**src/rtl/sram_ctrl_pkg.sv**
```systemverilog
// Shared types and instance configurations for
// the 1RW SRAM initiator.
package sram_ctrl_pkg;

  typedef enum logic {
    INIT = 1'b0,
    RUN  = 1'b1
  } state_e;

  localparam int TAG_ABITS  = 6;
  localparam int TAG_DBITS  = 80;
  localparam int TAG_MASKW  = 4;

  localparam int DATA_ABITS = 9;
  localparam int DATA_DBITS = 64;
  localparam int DATA_MASKW = 1;

endpackage

```
**src/rtl/sram_resp_skid.sv**
```systemverilog
// One-entry read response hold buffer: passes SRAM
// rdata through, then freezes it while stalled.
module sram_resp_skid #(
  parameter int DBITS = 80
) (
  input  logic             i_clk,
  input  logic             i_nrst,
  input  logic             i_load,
  input  logic [DBITS-1:0] i_rdata,
  output logic             o_valid,
  input  logic             i_ready,
  output logic [DBITS-1:0] o_rdata
);

  logic             vld_q;
  logic             held_q;
  logic [DBITS-1:0] buf_q;

  // Valid/held flags; a new load always restarts pass-through.
  always_ff @(posedge i_clk) begin
    if (!i_nrst) begin
      vld_q  <= 1'b0;
      held_q <= 1'b0;
    end else begin
      vld_q  <= i_load | (vld_q & ~i_ready);
      held_q <= ~i_load & vld_q & ~i_ready;
    end
  end

  // Capture rdata at the end of the first stalled cycle.
  always_ff @(posedge i_clk) begin
    if (vld_q && !held_q) begin
      buf_q <= i_rdata;
    end
  end

  assign o_valid = vld_q;
  assign o_rdata = held_q ? buf_q : i_rdata;

endmodule

```
**src/rtl/sram_rw_initiator.sv**
```systemverilog
// Request/response front end for a 1RW SRAM macro,
// with optional zero-fill sweep after reset.
module sram_rw_initiator
  import sram_ctrl_pkg::*;
#(
  parameter int ABITS    = TAG_ABITS,
  parameter int DBITS    = TAG_DBITS,
  parameter int MASKW    = TAG_MASKW,
  parameter bit INIT_ENA = 1'b1
) (
  input  logic             i_clk,
  input  logic             i_nrst,
  input  logic             i_req_valid,
  output logic             o_req_ready,
  input  logic             i_req_write,
  input  logic [ABITS-1:0] i_req_addr,
  input  logic [DBITS-1:0] i_req_wdata,
  input  logic [MASKW-1:0] i_req_wmask,
  output logic             o_resp_valid,
  input  logic             i_resp_ready,
  output logic [DBITS-1:0] o_resp_rdata,
  output logic             o_init_done,
  output logic [ABITS-1:0] o_ram_addr,
  output logic             o_ram_en,
  output logic             o_ram_wmode,
  output logic [MASKW-1:0] o_ram_wmask,
  output logic [DBITS-1:0] o_ram_wdata,
  input  logic [DBITS-1:0] i_ram_rdata
);

  localparam int DEPTH = 2 ** ABITS;
  localparam logic [ABITS:0] CNT_LAST =
    (ABITS+1)'(DEPTH - 1);
  localparam state_e RST_STATE =
    INIT_ENA ? INIT : RUN;

  state_e         state_q;
  state_e         state_d;
  logic [ABITS:0] cnt_q;
  logic [ABITS:0] cnt_d;
  logic           skid_valid;
  logic           rd_load;
  logic           accept;

  // State and fill counter register.
  always_ff @(posedge i_clk) begin
    if (!i_nrst) begin
      state_q <= RST_STATE;
      cnt_q   <= '0;
    end else begin
      state_q <= state_d;
      cnt_q   <= cnt_d;
    end
  end

  // Next state and SRAM port drive; all strobes gated by reset.
  always_comb begin
    state_d     = state_q;
    cnt_d       = cnt_q;
    o_ram_en    = 1'b0;
    o_ram_wmode = 1'b0;
    o_ram_wmask = '0;
    o_ram_wdata = '0;
    o_ram_addr  = '0;
    o_req_ready = 1'b0;
    o_init_done = 1'b0;
    accept      = 1'b0;
    rd_load     = 1'b0;
    unique case (state_q)
      INIT: begin
        o_ram_en    = i_nrst;
        o_ram_wmode = 1'b1;
        o_ram_wmask = '1;
        o_ram_addr  = cnt_q[ABITS-1:0];
        cnt_d       = cnt_q + 1'b1;
        if (cnt_q == CNT_LAST) begin
          state_d = RUN;
        end
      end
      RUN: begin
        o_init_done = i_nrst;
        o_req_ready = i_nrst &
          (~skid_valid | i_resp_ready);
        accept      = i_req_valid & o_req_ready;
        o_ram_en    = accept;
        o_ram_addr  = i_req_addr;
        o_ram_wmode = i_req_write;
        o_ram_wmask = i_req_write ? i_req_wmask : '0;
        o_ram_wdata = i_req_wdata;
        rd_load     = accept & ~i_req_write;
      end
    endcase
  end

  sram_resp_skid #(
    .DBITS(DBITS)
  ) u_skid (
    .i_clk  (i_clk),
    .i_nrst (i_nrst),
    .i_load (rd_load),
    .i_rdata(i_ram_rdata),
    .o_valid(skid_valid),
    .i_ready(i_resp_ready),
    .o_rdata(o_resp_rdata)
  );

  assign o_resp_valid = i_nrst & skid_valid;

endmodule
```
**config.mk**
```make
export PLATFORM = sky130hd
export DESIGN_NAME = sram_rw_initiator
export DESIGN_NICKNAME = d
export VERILOG_FILES = /design/src/rtl/sram_ctrl_pkg.sv /design/src/rtl/sram_resp_skid.sv /design/src/rtl/sram_rw_initiator.sv
export SDC_FILE = /design/constraint.sdc
export NUM_CORES = 1
export LEC_CHECK = 0
export CAP_MARGIN = 5
export CORE_MARGIN = 10
export CORE_UTILIZATION = 34
export DETAILED_ROUTE_END_ITERATION = 6
export PLACE_DENSITY = 0.91
export SLEW_MARGIN = 0
export SYNTH_ARGS = -nofsm -noshare
export SYNTH_HDL_FRONTEND = slang
export SYNTH_SLANG_ARGS = --single-unit
```
**constraint.sdc**
```tcl
create_clock -name i_clk -period 5.2 [get_ports i_clk]
set_clock_uncertainty 0.1 [all_clocks]
set_input_delay 0.52 -clock i_clk [delete_from_list [all_inputs] [get_ports i_clk]]
set_output_delay 0.52 -clock i_clk [all_outputs]
set_load 0.02 [all_outputs]
```
==> results_dict.tcl, run 1 <==
set metrics [dict create \
    outcome "complete, no violations" \
    clock_latency_ns 0.33 \
    maxCapViolations 0 \
    required_ns 4.58 \
    power_density_nw_per_um2 207 \
    vdd.ir_drop.worst_mv 0.122 \
    final_antenna_net_count 0 \
    drive_gt1_share_pct 16.0 \
    syn_area_um2 4460 \
    grt_pass1_vias 4162 \
    yosysTopAreaCell "edfxtp_1" \
    path_buf_inv 1 \
    synth-edff-count 80 \
    gp_congestion 0.885 \
    cts_tree "done" \
    r2r_slack_ns 2.55 \
    reg2reg_to "u_skid.buf_q[60]" \
    ios 350 \
    clockRootBuffer "clkbuf_16" \
    slew_viol_final 0 \
    cts_sinks 90 \
    grt_setup_unrepaired "no" \
    grt_pass1_wl_mm 26.0 \
    synth_seq_cells 90 \
    p_sw_uw 380 \
    synthCells 323 \
    share_comb_of_total_power_pct 17.2 \
    pwr-share-clk_pct 37.3 \
    cpPeakStageDelay_ns 1.01 \
    cts_made_buffers 9 \
    dr.pass1.iters 4 \
    r2r-start "u_skid.held_q" \
    p_int_uw 1360 \
    cts.clk_slew.worst_paths_ns 0.06 \
    dp.final_hpwl_mm 15.1 \
    cp_top_family "flip-flops" \
    critical_path_class "register to output pin" \
    viasPerCell 4.58 \
    fin_tns_setup_ns 0 \
    htree_levels 3 \
    fillerInstances 933 \
    final_nets 840 \
    cp-end-kind "output pin" \
    cp_max_fo 81 \
    maxSlewHeadroom_pct 29.3 \
    antenna_found_initial 0 \
    grt_max_degree 101 \
    cp_cell_sequence "mux2_2, clkdlybuf4s50_1" \
    syn-num-nets 499 \
    worstSetupStartpointType "register" \
    p_sw_share_pct 21.8 \
    fin_crit_sh_pct 58.6 \
    seq_area_frac_synth_pct 58.3 \
    p_leak_uw 0.00295 \
    die_width_um 135 \
    fp-row-count 41 \
    track_usage_pct 18.8 \
    synthArstFlopShare_pct 0 \
    hold_class "register to register" \
    vias 3855 \
    coreArea_um2 12700 \
    max_freq_mhz 328 \
    whs_ns 0.411 \
    critPathSlowestCell "dfxtp_4" \
    die_y_um 135 \
    finalCriticalPeriod_ns 3.05 \
    drt_iter0_markers 147 \
    pwr-share-seq_pct 45.4 \
    ys.flop_type "edfxtp_1" \
    synth_warnings 0 \
    synth_area_per_cell_um2 13.8 \
    finalSetupViolCount 0 \
    synth.area.top_cells "edfxtp_1 (54%), mux2_2 (21%), and2_1 (12%)" \
    rr_worst_depth 2 \
    ctsResizeCount 0 \
    ys_types 22 \
    clockBufferDepth 2 \
    hold_path_end "cnt_q[6]" \
    finalHoldViolations 0 \
    hold_buffers 0 \
    die_area_um2 18100 \
    yosysTopAreaCellShare_pct 53.8 \
    hold_start "cnt_q[6]" \
    worst_pin_slew_ns 1.06 \
    worst_ep_arrival_time_ns 2.43 \
    gr-total-overflow 0 \
    wl_per_cell_um 21.2 \
    drc 0 \
    routed_wl_mm 17.9 \
    postCtsSetupBuffers 0 \
    initial_core_util_pct 35.1 \
    numPortBuffers 349 \
    area_delta_synth_final_pct 88.4 \
    holdPathStages 2 \
]
==> through the flow <==
step                      setup WS (ns)  util (%)  cells  power [µW]  instance area [µm²]
final                              2.15      66.1    842        1740                 8410
after CTS                          2.15      66.1    841        1760                 8410
after detailed placement           2.45      63.7    825        1110                 8110
after global routing               2.07      66.1    841        1810                 8410
after global placement             2.44      63.7    825        1100                 8110
after floorplan                   0.409         -    323         893                 4460
==> worst register-to-register path, stage by stage, from the launching register on <==
cell,delay [ns]
dfxtp_4,0.62
nor2b_4,0.89
buf_4,0.66
==> routing by layer <==
layer / global-route usage, % / part of all wire [%]
met4: 8.71 / 3.5
met5: 0 / 0
met1: 17.3 / 34
met3: 8.68 / 9.5
met2: 34.5 / 53
==> cells in the mapped netlist, drive strengths merged (3+ instances only) <==
master,count
and2,86
mux2,85
edfxtp,80
nand2,13
buf,11
clkbuf,10
dfxtp,10
a21boi,5
nand2b,4
nor2b,3
o21ai,3
or3,3
xnor2,3
==> how the worst max path moves through the flow <==
stage / start / to / cells past startpoint
finish: u_skid.held_q / o_resp_rdata[42] / 2
floorplan: u_skid.held_q / u_skid.buf_q[0] / 3
detailed placement: i_nrst / o_req_ready / 4
global route: u_skid.held_q / o_resp_rdata[69] / 2
CTS: u_skid.held_q / o_resp_rdata[20] / 2
global placement: i_nrst / o_req_ready / 4
==> layout by cell type (no fill, tap or decap), types with 3 or more instances in the layout <==
cell,instances
nand2_1,13
or3_1,3
dfxtp_1,8
clkdlybuf4s50_1,349
o21ai_0,3
mux2_2,85
edfxtp_1,80
inv_6,3
a21boi_0,4
and2_1,86
clkbuf_16,9
xnor2_1,3
nand2b_1,3
==> layout make-up <==
type | count | area (µm²) | share of cell area (%)
timing repair buffer | 351 | 3510 | 41.7
multi-input combinational | 212 | 1780 | 21.1
antenna | 1 | 2.50 | 0.0298
clock buffer | 9 | 225 | 2.68
sequential | 90 | 2610 | 31.0
tap | 172 | 215 | 2.56
clock inverter | 7 | 75.1 | 0.893
==> cells by family after synthesis <==
group           share of synthesized area [%]
flops                                    58.3
xor+xnor                                0.589
fa+ha+maj                               0.280
mux                                      21.7
simple gates                             15.7
compound gates                           1.35
buf+inv                                  2.07
==> power by group through the flow <==
stage          sequential (µW)  clock, µW  combinational, µW
6_report                   790        650                300
5_1_grt                    790        704                317
4_1_cts                    790        667                304
3_5_place_dp               806          0                302
3_3_place_gp               806          0                295
2_1_floorplan              806          0               86.9
==> flip-flops by register name, indices dropped and copies added, names as in the netlist <==
name            count
u_skid.o_valid      1
state_q             1
u_skid.buf_q       80
u_skid.held_q       1
cnt_q               7
No activity file was read; power rests on OpenSTA's default activity.
==> inputs of run 2 (changes only) <==
==> constraint.sdc (replaced) <==
create_clock -name i_clk -period 3.1 [get_ports i_clk]
set_clock_uncertainty 0.1 [all_clocks]
set_input_delay 0.31 -clock i_clk [delete_from_list [all_inputs] [get_ports i_clk]]
set_output_delay 0.31 -clock i_clk [all_outputs]
set_load 0.02 [all_outputs]
==> run 2 against run 1 <==
  * Sequential cell count unchanged
  * Core utilization increased by 0.31 points
  * Hold slack got worse by 0.0039 ns
  * Critical path depth increased by 1
  * Worst setup slack got worse by 1.7 ns
  * Critical endpoint is now o_ram_wdata[35]
  * Sequential share of layout area decreased by 0.15 points
  * Non-clock buffer count increased by 3
==> results_dict.tcl, run 2 (synthesized netlist as in run 1, its figures left out) <==
set metrics [dict create \
    die_area_um2 18100 \
    coreArea_um2 12700 \
    fin_tns_setup_ns 0 \
    final_nets 843 \
    area_delta_synth_final_pct 89.3 \
    gp_congestion 0.921 \
    postCtsSetupBuffers 0 \
    utilization_pct 66.4 \
    layout_common_cells "clkdlybuf4s50_1 (349), and2_1 (86), mux2_2 (85)" \
    grt_pass1_vias 4286 \
    initial_core_util_pct 35.1 \
    routed_wl_mm 18.4 \
    dr.pass1.iters 4 \
    wl_per_cell_um 21.8 \
    grt_max_degree 53 \
    critical_path_class "register to output pin" \
    pwr-share-clk_pct 36.8 \
    cp_top_family "buffers and inverters" \
    grt_pass1_wl_mm 26.7 \
    p_leak_uw 0.00296 \
    die_width_um 135 \
    worstSetupStartpointType "register" \
    max_freq_mhz 371 \
    vias 3889 \
    required_ns 2.69 \
    numPortBuffers 349 \
    gr-total-overflow 0 \
    largest_register "u_skid.buf_q" \
    viasPerCell 4.61 \
    htree_levels 3 \
    die_y_um 135 \
    hold_buffers 0 \
    cpPeakStageDelay_ns 0.86 \
    path_buf_inv 2 \
    clockRootBuffer "clkbuf_16" \
    top_regs "u_skid.buf_q x80, cnt_q x7" \
    fin_crit_sh_pct 86.9 \
    vdd.ir_drop.worst_mv 0.234 \
    power_density_nw_per_um2 344 \
    cts_tree "done" \
    drt_iter0_markers 137 \
    critPathSlowestCell "dfxtp_2" \
    power_uw 2900 \
    outcome "complete, no violations" \
    grt_setup_unrepaired "no" \
    final_antenna_net_count 0 \
    cts.clk_slew.worst_paths_ns 0.06 \
    antenna_found_initial 0 \
    dp_cells 828 \
    dp.final_hpwl_mm 15.7 \
    finalSetupViolCount 0 \
    finalHoldViolations 0 \
    worst_pin_slew_ns 0.811 \
    fp-row-count 41 \
    cts_sinks 90 \
    pwr-share-seq_pct 45.7 \
    track_usage_pct 19.4 \
    stdcell_count 844 \
    share_comb_of_total_power_pct 17.5 \
    clockBufferDepth 2 \
    clock_latency_ns 0.33 \
    p_sw_uw 625 \
    hold_class "register to register" \
    maxSlewHeadroom_pct 45.9 \
    insertedDiodeCount 0 \
    cp-end-kind "output pin" \
    whs_ns 0.407 \
    worst_ep_arrival_time_ns 2.28 \
    p_sw_share_pct 21.5 \
    drive_gt1_share_pct 16.2 \
    ios 350 \
    maxCapViolations 0 \
    largest_reg_flops 80 \
    cp_max_fo 52 \
    layout_commonest_cell "clkdlybuf4s50_1" \
    cts_made_buffers 9 \
    slew_viol_final 0 \
    drc 0 \
    p_int_uw 2280 \
    cp_cell_sequence "buf_12, and2_1, clkdlybuf4s50_1" \
    finalCriticalPeriod_ns 2.69 \
    ctsResizeCount 0 \
]
-- run 2: power groups by stage --
stage          Sequential (µW)  Combinational (µW)  Clock, µW
3_5_place_dp              1350                 512          0
5_1_grt                   1330                 537       1140
3_3_place_gp              1350                 500          0
4_1_cts                   1330                 515       1110
6_report                  1330                 508       1070
2_1_floorplan             1350                 146          0
-- run 2: area by class of cell --
class | instances | area, µm²
repair buffers | 354 | 3560
fillers | 975 | 4270
well taps | 172 | 215
clock buffers | 10 | 229
multi-input cells | 212 | 1780
flip-flops and latches | 90 | 2610
clock inverters | 6 | 66.3
-- run 2: tightest hold or removal path, delay by kind of cell (launching register included) --
kind,cells,cell delay (ns)
AOI/OAI and AO/OA,2,0.13
DFF,1,0.32
-- run 2: final timing paths --
check                start               end  slack, ns  depth (start not counted)
max                state_q   o_ram_wdata[35]       0.41                          3
min               cnt_q[6]          cnt_q[6]       0.41                          2
max reg2reg  u_skid.held_q  u_skid.buf_q[46]       1.41                          2
min reg2reg       cnt_q[6]          cnt_q[6]       0.41                          2
-- run 2: layer usage --
metal / GRT usage (%) / up-vias / wire [µm]
met2: 36.8 / 199 / 10100
met3: 8.09 / 25 / 1670
met1: 17.7 / 1823 / 6120
met5: 0 / - / 0
li1: - / 1842 / -
met4: 7.62 / 0 / 477
-- run 2: metrics by stage --
stage | setup WS [ns] | instance area (µm²)
after floorplan | 0.762 | 4470
final | 0.405 | 8450
after detailed placement | 0.703 | 8150
after global routing | 0.254 | 8450
after global placement | 0.687 | 8150
after CTS | 0.384 | 8450
